===== src/rtl/bitwise_logic_pipe.sv =====
// ---------------------------------------------------------------------------
// bitwise_logic_pipe
//
// Two-stage, back-pressurable bitwise logic unit. Each accepted beat applies
// one of eight per-bit boolean operations to two WIDTH-bit operands. In
// accumulate mode the internal accumulator takes the place of operand A, and
// the result is written back into the accumulator.
//
// Stage p1 holds the accepted beat {op, acc_mode, a, b}.
// Stage p2 holds the evaluated result {y, zero, parity}.
// Evaluation happens on the p1 -> p2 transfer, and so does the accumulator
// read/update. Back-to-back accumulate beats therefore chain correctly.
//
// Parameters
//   WIDTH   operand/result width in bits (>= 1)
//   ACC_EN  1 = accumulator present; 0 = acc_mode/acc_clear have no effect
//
// Ports
//   clk        clock, all state on rising edge
//   rst        synchronous active-high reset
//   in_valid   input beat offered
//   in_ready   block can take a beat this cycle (combinational from out_ready)
//   op         opcode: 000 AND, 001 OR, 010 XOR, 011 NAND,
//              100 NOR, 101 XNOR, 110 PASS_A, 111 PASS_B
//   acc_mode   use accumulator in place of a for this beat
//   a, b       operands
//   acc_clear  synchronous accumulator clear (wins over an accumulate update)
//   out_valid  result beat valid
//   out_ready  downstream takes the result
//   y          result
//   zero       y == 0
//   parity     XOR-reduction of y
// ---------------------------------------------------------------------------
module bitwise_logic_pipe #(
    parameter int WIDTH  = 4,
    parameter int ACC_EN = 1
) (
    input  logic             clk,
    input  logic             rst,
    input  logic             in_valid,
    output logic             in_ready,
    input  logic [2:0]       op,
    input  logic             acc_mode,
    input  logic [WIDTH-1:0] a,
    input  logic [WIDTH-1:0] b,
    input  logic             acc_clear,
    output logic             out_valid,
    input  logic             out_ready,
    output logic [WIDTH-1:0] y,
    output logic             zero,
    output logic             parity
);

    localparam logic [2:0] OP_AND    = 3'b000;
    localparam logic [2:0] OP_OR     = 3'b001;
    localparam logic [2:0] OP_XOR    = 3'b010;
    localparam logic [2:0] OP_NAND   = 3'b011;
    localparam logic [2:0] OP_NOR    = 3'b100;
    localparam logic [2:0] OP_XNOR   = 3'b101;
    localparam logic [2:0] OP_PASS_A = 3'b110;
    localparam logic [2:0] OP_PASS_B = 3'b111;

    // Per-bit boolean operation; no carries, result is exactly WIDTH bits.
    function automatic logic [WIDTH-1:0] eval_op(
        input logic [2:0]       op_sel,
        input logic [WIDTH-1:0] opd_a,
        input logic [WIDTH-1:0] opd_b
    );
        logic [WIDTH-1:0] r;
        case (op_sel)
            OP_AND:    r = opd_a & opd_b;
            OP_OR:     r = opd_a | opd_b;
            OP_XOR:    r = opd_a ^ opd_b;
            OP_NAND:   r = ~(opd_a & opd_b);
            OP_NOR:    r = ~(opd_a | opd_b);
            OP_XNOR:   r = ~(opd_a ^ opd_b);
            OP_PASS_A: r = opd_a;
            OP_PASS_B: r = opd_b;
            default:   r = '0;
        endcase
        return r;
    endfunction

    function automatic logic is_zero(input logic [WIDTH-1:0] v);
        return (v == '0);
    endfunction

    function automatic logic parity_of(input logic [WIDTH-1:0] v);
        return ^v;
    endfunction

    // Stage p1 registers
    logic             vld_p1;
    logic [2:0]       op_p1;
    logic             acc_mode_p1;
    logic [WIDTH-1:0] a_p1;
    logic [WIDTH-1:0] b_p1;

    // Stage p2 registers
    logic             vld_p2;
    logic [WIDTH-1:0] y_p2;
    logic             zero_p2;
    logic             parity_p2;

    logic [WIDTH-1:0] acc_q;

    logic             s2_adv;
    logic             xfer;
    logic             accept;
    logic             use_acc;
    logic [WIDTH-1:0] opa_p1;
    logic [WIDTH-1:0] res_p1;

    // Flow control: no skid buffer, so in_ready depends on out_ready.
    assign s2_adv   = !vld_p2 || out_ready;
    assign xfer     = vld_p1 && s2_adv;
    assign in_ready = !vld_p1 || s2_adv;
    assign accept   = in_valid && in_ready;

    // Accumulator read happens at the transfer edge, so it sees any update
    // made by the previous beat's transfer one edge earlier.
    assign use_acc = (ACC_EN != 0) && acc_mode_p1;
    assign opa_p1  = use_acc ? acc_q : a_p1;
    assign res_p1  = eval_op(op_p1, opa_p1, b_p1);

    // ---- stage p1: capture accepted beat ----
    always_ff @(posedge clk) begin
        if (rst) begin
            vld_p1 <= 1'b0;
        end else if (accept) begin
            vld_p1 <= 1'b1;
        end else if (xfer) begin
            vld_p1 <= 1'b0;
        end
    end

    always_ff @(posedge clk) begin
        if (accept) begin
            op_p1       <= op;
            acc_mode_p1 <= acc_mode;
            a_p1        <= a;
            b_p1        <= b;
        end
    end

    // ---- stage p2: evaluated result, held while stalled ----
    always_ff @(posedge clk) begin
        if (rst) begin
            vld_p2    <= 1'b0;
            y_p2      <= '0;
            zero_p2   <= 1'b0;
            parity_p2 <= 1'b0;
        end else if (s2_adv) begin
            vld_p2 <= vld_p1;
            if (vld_p1) begin
                y_p2      <= res_p1;
                zero_p2   <= is_zero(res_p1);
                parity_p2 <= parity_of(res_p1);
            end
        end
    end

    // ---- accumulator ----
    generate
        if (ACC_EN != 0) begin : g_acc
            always_ff @(posedge clk) begin
                if (rst) begin
                    acc_q <= '0;
                end else if (acc_clear) begin
                    // Clear wins; the transferring beat already used the old value.
                    acc_q <= '0;
                end else if (xfer && acc_mode_p1) begin
                    acc_q <= res_p1;
                end
            end
        end else begin : g_no_acc
            assign acc_q = '0;
        end
    endgenerate

    assign out_valid = vld_p2;
    assign y         = y_p2;
    assign zero      = zero_p2;
    assign parity    = parity_p2;

endmodule


===== config.mk =====
export PLATFORM = sky130hd
export DESIGN_NAME = bitwise_logic_pipe
export DESIGN_NICKNAME = d
export VERILOG_FILES = /design/src/rtl/bitwise_logic_pipe.sv
export SDC_FILE = /design/constraint.sdc
export NUM_CORES = 1
export LEC_CHECK = 0
export CORE_MARGIN = 10
export CORE_UTILIZATION = 30
export DETAILED_ROUTE_END_ITERATION = 10
export PLACE_DENSITY_LB_ADDON = 0.1
export SLEW_MARGIN = 10
export SYNTH_ARGS = -nofsm -noshare
export SYNTH_HDL_FRONTEND = slang
export SYNTH_SLANG_ARGS = --single-unit

===== constraint.sdc =====
create_clock -name clk -period 4.4 [get_ports clk]
set_input_delay 0.44 -clock clk [delete_from_list [all_inputs] [get_ports clk]]
set_output_delay 0.44 -clock clk [all_outputs]
set_load 0.01 [all_outputs]

==> impl_metrics.csv, run 1 <==
group,metric,value,unit
setup_path,worstSetupPathType,"reg -> reg",
synth,synth_top_family_by_area,"simple AND/OR/NAND/NOR gates",
grt,grt_pass1_wl,5320,µm
timing,worst_slack,1.70,ns
timing,worst_pin_slew,0.573,ns
clock_tree,cts_tree,"yes",
place,globalplace.congestion,0.850,
synth,synth.distinct_cells,45,
timing,timing.final.crit_share,61.5,%
synth,ys_seq_elements,24,
pwr,p_leak,0.715,nW
routing,avgViaCountPerCell,4.98,
setup_path,endpoint_kind,"register",
synth,async_flop_share,0,%
final_layout,fill_cells,455,
floorplanning,die_h,89.1,µm
synth,synth_compound_area_share,17.0,%
pwr,powerDensity,316,mW/mm²
clock_tree,cts_setup_buffers,0,
floorplanning,fp.coreArea,0.00466,mm²
synth,synth-simple-area-share,21.2,%
synth,yosysTopAreaCellShare,25.2,%
timing,hold_viol_final,0,
pwr,p_comb_share,18.1,%
final_layout,final_core_util,37.7,%
routing,drcViolationCount,0,
floorplanning,dieArea,0.00793,mm²
clock_tree,cts_buffer_depth,2,
grt,grt_pass1_vias,1072,
synth,synth_seq_area_share,42.0,%
floorplanning,pin_count,25,
floorplanning,rows,25,
grt,grt-ovfl-total,0,
timing,final.setup_skew,0.00270,ns
timing,setup_viol,0,
floorplanning,start_util,30.7,%
clock_tree,clock_sinks,24,
synth,synth_edf_count,12,
flow_run,maxCapViolCount,0,
clock_tree,clock_latency,0.27,ns
clock_tree,cts_resized,0,
synth,netlist_instances,141,
timing,rsz0062_at_grt,"no",
setup_path,crit_path_max_fanout,5,
grt,grt_start_max_net_pins,19,
outcome,outcome,"finished clean",
setup_path,start_kind,"register",
synth,avgSynthCellArea,10.2,µm²
synth,muxShareOfSynthArea,3.50,%
timing,max_freq,0.370,GHz
timing,fin_crit,2.70,ns
clock_tree,root_buffer,"clkbuf_8",
synth,synthAdderAreaFrac,8.74,%
routing,drt-pass1-iter-count,4,
timing,slew_violations,0,
pwr,power,554,µW
final_layout,syn2layout_area_growth,22.7,%
setup_path,required,4.59,ns
final_layout,postLayoutCellArea,0.00176,mm²
synth,synthesis.area,0.00143,mm²
floorplanning,die_width,89.1,µm
pwr,p_int,423,µW
clock_tree,hold_buffers,0,
pwr,irDropWorstVdd,0.183,mV
place,io_buffers,24,
setup_path,worst_ep_arrival_time,2.89,ns
routing,wl_per_cell,14.9,µm
pwr,seqPwrFrac,46.9,%
clock_tree,cts_buffers,3,
routing,drtIter0Drc,66,
final_layout,drive_gt1_share,6.79,%
routing,vias,1075,
clock_tree,htree_levels,1,
grt,grt_use_total,8.55,%
timing,slew_headroom,61.8,%
final_layout,fin_nets,190,
grt,grt_antenna_before_repair,0,
pwr,switching_share,23.8,%
pwr,p_clk_share,35.0,%
synth,synth-xor-area-share,0.612,%
synth,synth_common_cells,"dfxtp_1 (12), edfxtp_1 (12), inv_1 (12)",
routing,antenna_left,0,
clock_tree,clk_pin_slew_worst_paths,0.09,ns
timing,tns,0,ns
worst_hold_path,hp-class,"reg -> reg",
setup_path,slowest_delay,0.51,ns
final_layout,insertedDiodeCount,0,
synth,ys_warn_count,0,
place,place_ws,1.68,ns
synth,synth.area.top_cells,"edfxtp_1 (25%), dfxtp_1 (17%), ha_1 (8.7%)",
place,dpl_cell_area,0.00169,mm²
setup_path,path_cells,"mux2_4 -> inv_1 -> ha_1 -> and2b_1 -> a211o_1 -> a31oi_1 -> inv_1 -> ha_1 -> xnor2_1 -> a211oi_1",
place,dp_hpwl,2520,µm
setup_path,crit_slowest_cell,"edfxtp_1",
pwr,switching_power,132,µW
synth,synth-main-ff-cell,"edfxtp_1",
synth,synth_area_leader_cell,"edfxtp_1",
routing,routed_wl,3230,µm
synth,synth_nets,168,
[flip-flops by register name, indices dropped and copies added, names as in the netlist]
name / count
out_valid: 1
parity: 1
acc_q: 4
a_p1: 4
b_p1: 4
acc_mode_p1: 1
vld_p1: 1
y: 4
op_p1: 3
zero: 1
[power groups by stage]
stage	sequential, mW	clock [mW]	combinational (mW)
2_1_floorplan	0.260	0	0.0701
3_3_place_gp	0.265	0	0.100
3_5_place_dp	0.266	0	0.102
4_1_cts	0.260	0.203	0.102
5_1_grt	0.262	0.210	0.113
6_report	0.260	0.194	0.100
[worst max-delay path, delay by kind of cell (launching register included)]
| kind | cells | cell delay (ns) |
|---|---|---|
| AOI/OAI and AO/OA | 3 | 0.77 |
| adders and majority gates | 2 | 0.54 |
| DFF | 1 | 0.51 |
| muxes | 1 | 0.37 |
| and+or+nand+nor | 1 | 0.17 |
| buffers and inverters | 2 | 0.15 |
| xor gates and xnor gates | 1 | 0.12 |
[cell families (layout without fill, tap and decap cells)]
logic type / Yosys count / count (layout)
and+or+nand+nor: 52 / 52
xor gates and xnor gates: 1 / 1
AOI/OAI and AO/OA: 31 / 31
muxes: 4 / 4
DFF: 24 / 24
buffers and inverters: 19 / 40
adders and majority gates: 10 / 10
[layout make-up]
class	count	area, µm²	area share, %
tap	54	67.6	3.85
multi-input combinational	98	732	41.7
inverter	12	45.0	2.56
sequential	24	601	34.2
clock inverter	1	30.0	1.71
timing repair buffer	24	240	13.7
clock buffer	3	41.3	2.35
[layout by cell type (no fill, tap or decap), types with 2 or more instances in the layout]
| master | count |
|---|---|
| nor3b_1 | 2 |
| dfxtp_1 | 12 |
| a21o_1 | 2 |
| o21ai_0 | 4 |
| nand2b_1 | 2 |
| a211oi_1 | 2 |
| nor4b_1 | 2 |
| inv_1 | 12 |
| mux2i_1 | 2 |
| ha_1 | 10 |
| a32o_1 | 4 |
| nand2_1 | 6 |
| mux2_4 | 2 |
| edfxtp_1 | 12 |
| a221oi_2 | 2 |
| a21oi_1 | 3 |
| nor2_1 | 11 |
| nand3_1 | 3 |
| clkdlybuf4s50_1 | 24 |
| and2b_1 | 3 |
| nor2b_1 | 7 |
| nor3_1 | 4 |
| clkbuf_8 | 3 |
| o21ai_1 | 2 |
| and2_1 | 2 |
| a22o_1 | 3 |
| a211o_1 | 2 |
| a31oi_1 | 2 |
[final timing paths]
path,cells after the start,slack [ns],from,to
worst max-delay path,10,1.70,acc_mode_p1,parity
worst min-delay path,2,0.47,zero,zero
worst max register to register,10,1.70,acc_mode_p1,parity
worst min register to register,2,0.47,zero,zero
[metrics by stage]
step                hold slack (ns)  instances
global route                  0.527        216
floorplan                     0.442        141
detailed placement            0.448        212
finish                        0.468        216
CTS                           0.463        216
global placement              0.442        212
[routing by layer]
metal  vias to the layer above  track usage, %  wire length, µm
met1                       499            10.5             1540
li1                        555               -                -
met4                         0            2.17               25
met2                        19            14.0             1510
met3                         2            2.92              151
met5                         -               0                0
No activity file was read; power rests on OpenSTA's default activity.
==> run 2: changes to the inputs <==
==> constraint.sdc (replaced) <==
create_clock -name clk -period 2.3 [get_ports clk]
set_input_delay 0.23 -clock clk [delete_from_list [all_inputs] [get_ports clk]]
set_output_delay 0.23 -clock clk [all_outputs]
set_load 0.01 [all_outputs]
==> impl_metrics.csv, run 2 (same netlist as run 1, synthesis figures left out) <==
group,metric,value,unit
outcome,outcome,"finished with violations",
outcome,violations,"setup timing",
floorplanning,fp.coreArea,0.00466,mm²
setup_path,r2r_end,"parity",
grt,grt_antenna_before_repair,0,
worst_hold_path,hp-class,"reg -> reg",
place,globalplace.congestion,0.761,
routing,routed_wl,3300,µm
timing,max_freq,0.417,GHz
timing,hold_ws,0.463,ns
setup_path,worst_ep_arrival_time,2.58,ns
routing,antenna_left,0,
final_layout,syn2layout_area_growth,31.6,%
setup_path,required,2.48,ns
setup_path,startpoint,"acc_mode_p1",
setup_path,regToRegSetupSlack,-0.1,ns
worst_hold_path,worstHoldStart,"zero",
routing,drt-pass1-iter-count,4,
timing,slew_headroom,63.8,%
clock_tree,clock_latency,0.26,ns
grt,grt_use_total,8.47,%
routing,wl_per_cell,14.5,µm
clock_tree,cts_buffers,3,
pwr,irDropWorstVdd,0.235,mV
final_layout,fin_nets,202,
clock_tree,cts_tree,"yes",
floorplanning,start_util,30.7,%
floorplanning,die_width,89.1,µm
clock_tree,clk_pin_slew_worst_paths,0.08,ns
worst_hold_path,min_path_cells,2,
setup_path,endpoint_kind,"register",
final_layout,final_core_util,40.4,%
timing,worst_slack,-0.0967,ns
floorplanning,pin_count,25,
setup_path,r2r-start,"acc_mode_p1",
clock_tree,clock_sinks,24,
place,dp_hpwl,2590,µm
routing,drcViolationCount,0,
timing,worst_pin_slew,0.543,ns
routing,vias,1139,
place,io_buffers,24,
grt,grt-ovfl-total,0,
setup_path,reg2regPathDepth,10,
clock_tree,cts_buffer_depth,2,
final_layout,final_common_cell,"clkdlybuf4s50_1",
worst_hold_path,min_to,"zero",
setup_path,crit_path_max_fanout,3,
timing,fin_crit,2.40,ns
grt,grt_pass1_vias,1143,
setup_path,start_kind,"register",
floorplanning,dieArea,0.00793,mm²
timing,rsz0062_at_grt,"yes",
timing,hold_viol_final,0,
routing,drtIter0Drc,75,
final_layout,insertedDiodeCount,0,
floorplanning,die_h,89.1,µm
clock_tree,root_buffer,"clkbuf_8",
routing,avgViaCountPerCell,5.00,
pwr,powerDensity,526,mW/mm²
timing,timing.final.crit_share,104,%
clock_tree,htree_levels,1,
timing,setup_viol,1,
final_layout,final_cell_mix,"clkdlybuf4s50_1 (24), edfxtp_1 (12), dfxtp_1 (12), buf_4 (12), nor2_1 (11)",
grt,grt_pass1_wl,5310,µm
pwr,p_leak,0.759,nW
clock_tree,hold_buffers,0,
grt,grt_start_max_net_pins,14,
setup_path,worstSetupPathType,"reg -> reg",
final_layout,drive_gt1_share,17.8,%
floorplanning,rows,25,
flow_run,maxCapViolCount,0,
timing,final.setup_skew,0.00139,ns
final_layout,fill_cells,455,
timing,slew_violations,0,
run 2: cell count changes in the layout (fill, tap and decap cells not counted), moves of 2 or more:
cell	previous run	this run
buf_4	0	12
mux2i_1	2	0
inv_1	12	9
ha_1	10	8
ha_4	0	2
inv_2	0	3
a31oi_1	2	0
run 2: power breakdown:
| group | switching (mW) | internal (mW) | leakage [nW] |
|---|---|---|---|
| sequential | 0.0187 | 0.473 | 0.215 |
| combinational | 0.109 | 0.132 | 0.521 |
| clock | 0.134 | 0.124 | 0.0228 |
| total | 0.261 | 0.729 | 0.759 |
run 2: metal layers:
metal | up-vias | global-route usage, % | wire length [µm]
li1 | 584 | - | -
met1 | 526 | 10.7 | 1530
met2 | 27 | 13.9 | 1580
met3 | 2 | 2.55 | 178
met4 | 0 | 1.73 | 14
met5 | - | 0 | 0
run 2: cell type report:
type,count,area [µm²],share of cell area (%)
sequential,24,601,31.9
inverter,12,45.0,2.39
timing repair buffer,36,330,17.5
clock buffer,4,45.0,2.39
tap,54,67.6,3.59
multi-input combinational,98,795,42.2
run 2: repair_timing:
item | CTS | global route
setup endpoints to repair | 1 | 4
gates resized for setup | 6 | 6
setup buffers | 0 | 0
cloned | 0 | 0
run 2: per-stage QoR:
step	TNS [ns]	power (mW)	instances	setup slack, ns	cell area [µm²]
after global placement	-0.119	0.720	224	-0.119	1780
after floorplan	-0.0129	0.631	141	-0.0129	1430
after CTS	-0.136	0.999	228	-0.136	1860
final	-0.0967	0.990	228	-0.0967	1880
after detailed placement	-0.182	0.726	224	-0.182	1780
after global routing	-0.219	1.05	228	-0.219	1880
run 2: critical path, cell delays in order (launching register included):
cell      delay (ns)
edfxtp_1        0.45
mux2_4          0.36
inv_2           0.07
ha_4            0.19
nor2b_1         0.12
a211o_1         0.26
a31oi_2         0.17
inv_1           0.07
ha_1            0.30
xnor2_1         0.13
a211oi_1        0.19
run 2: worst max-delay path by stage:
stage	cells past startpoint	slack, ns	endpoint
2_1_floorplan	11	-0.01	parity
3_3_place_gp	10	-0.12	parity
3_5_place_dp	10	-0.18	parity
4_1_cts	10	-0.14	parity
5_1_grt	10	-0.22	parity
6_report	10	-0.1	parity
==> run 3: changes to the inputs <==
--- a/config.mk
+++ b/config.mk
@@ -5,6 +5,8 @@
 export SDC_FILE = /design/constraint.sdc
 export NUM_CORES = 1
 export LEC_CHECK = 0
+export CELL_PAD_IN_SITES_DETAIL_PLACEMENT = 1
+export CELL_PAD_IN_SITES_GLOBAL_PLACEMENT = 1
 export CORE_MARGIN = 10
 export CORE_UTILIZATION = 30
 export DETAILED_ROUTE_END_ITERATION = 10
==> impl_metrics.csv, run 3 (same netlist as run 1, synthesis figures left out) <==
group,metric,value,unit
timing,slew_violations,0,
setup_path,slowest_delay,0.51,ns
timing,slew_headroom,60.4,%
clock_tree,cts_buffer_depth,2,
routing,vias,1201,
grt,grt_antenna_before_repair,0,
setup_path,cp_num_buf_inv,0,
clock_tree,clock_latency,0.27,ns
setup_path,worst_ep_arrival_time,2.67,ns
floorplanning,fp.coreArea,0.00466,mm²
routing,routed_wl,3980,µm
setup_path,worstSetupPathType,"reg -> reg",
routing,wl_per_cell,16.9,µm
grt,grt_pass1_vias,1277,
outcome,outcome,"finished with violations",
floorplanning,rows,25,
timing,setup_viol,1,
grt,grt_use_total,10.0,%
setup_path,path_cells,"mux2i_2 -> ha_1 -> nor2_1 -> a211oi_1 -> o21ai_2 -> o21bai_1 -> ha_1 -> xnor2_1 -> a211oi_1",
timing,rsz0062_at_grt,"yes",
routing,drt-pass1-iter-count,4,
final_layout,multi_input_area,828,µm²
timing,max_freq,0.401,GHz
pwr,power,1.14,mW
setup_path,crit_path_max_fanout,4,
place,globalplace.congestion,0.720,
setup_path,crit_slowest_cell,"edfxtp_1",
clock_tree,clock_sinks,24,
routing,antenna_left,0,
final_layout,fin_nets,210,
timing,fin_crit,2.50,ns
timing,hold_viol_final,0,
setup_path,endpoint_kind,"register",
timing,worst_slack,-0.196,ns
grt,grt_start_max_net_pins,15,
place,dp_hpwl,3110,µm
flow_run,maxCapViolCount,0,
pwr,irDropWorstVdd,0.398,mV
clock_tree,root_buffer,"clkbuf_8",
final_layout,final_cell_mix,"clkdlybuf4s50_1 (24), buf_4 (20), edfxtp_1 (12), dfxtp_1 (12), nor2_1 (11)",
grt,grt_pass1_wl,6160,µm
final_layout,final_common_cell,"clkdlybuf4s50_1",
timing,worst_pin_slew,0.594,ns
worst_hold_path,hp-class,"reg -> reg",
final_layout,regArea,601,µm²
routing,avgViaCountPerCell,5.09,
clock_tree,cts_tree,"yes",
clock_tree,clk_pin_slew_worst_paths,0.09,ns
setup_path,required,2.48,ns
pwr,powerDensity,570,mW/mm²
routing,drcViolationCount,0,
floorplanning,dieArea,0.00793,mm²
grt,grt-ovfl-total,0,
final_layout,drive_gt1_share,25.3,%
setup_path,start_kind,"register",
final_layout,insertedDiodeCount,0,
place,io_buffers,24,
final_layout,syn2layout_area_growth,39.9,%
routing,drtIter0Drc,46,
timing,final.setup_skew,0.0101,ns
floorplanning,die_width,89.1,µm
timing,hold_ws,0.463,ns
timing,timing.final.crit_share,109,%
floorplanning,start_util,30.7,%
setup_path,critical-path-top-delay-family,"compound AO/OA/AOI/OAI gates",
clock_tree,cts_buffers,3,
clock_tree,htree_levels,1,
outcome,violations,"setup timing",
pwr,p_leak,0.817,nW
floorplanning,pin_count,25,
floorplanning,die_h,89.1,µm
final_layout,fill_cells,522,
[run 3: metal layers]
layer | wire, µm | track usage [%] | vias to the layer above
met1 | 1710 | 11.3 | 593
met4 | 25 | 2.17 | 0
met2 | 2120 | 18.3 | 14
li1 | - | - | 592
met3 | 124 | 2.73 | 2
met5 | 0 | 0 | -
[run 3: timing repair]
item | in CTS | in global routing
resized for setup | 8 | 13
setup buffers | 0 | 1
pin swaps | 0 | 9
endpoints found under the setup margin | 1 | 2
hold buffers | 0 | 0
[run 3: path summary, 6_finish.rpt]
kind | start | endpoint | slack, ns | cells after the start
hold reg to reg | zero | zero | 0.46 | 2
setup / recovery | acc_mode_p1 | parity | -0.20 | 9
hold / removal | zero | zero | 0.46 | 2
setup reg to reg | acc_mode_p1 | parity | -0.20 | 9
[run 3: power by group]
| group | internal (mW) | switching, mW |
|---|---|---|
| logic | 0.150 | 0.125 |
| clock network | 0.233 | 0.141 |
| registers | 0.473 | 0.0200 |
| total | 0.856 | 0.286 |
[run 3: cell type report]
cell class	instances	area share, %
clock buffers	3	2.06
clock inverters	1	1.50
inverters	12	2.25
multi-input cells	98	41.3
flip-flops and latches	24	30.0
well taps	54	3.37
repair buffers	44	19.5
[run 3: per-stage QoR]
stage,setup WS [ns],setup TNS (ns),utilization [%],area [µm²],instances
floorplan,-0.0129,-0.0129,-,1430,141
global placement,-0.0768,-0.0768,39.2,1830,231
detailed placement,-0.177,-0.177,39.2,1830,231
CTS,-0.178,-0.178,41.6,1940,235
global route,-0.296,-0.364,43.0,2000,236
finish,-0.196,-0.196,43.0,2000,236
[run 3: worst register-to-register path: stages (launching register included)]
cell	delay, ns
edfxtp_1	0.51
mux2i_2	0.23
ha_1	0.32
nor2_1	0.05
a211oi_1	0.34
o21ai_2	0.12
o21bai_1	0.21
ha_1	0.27
xnor2_1	0.13
a211oi_1	0.23
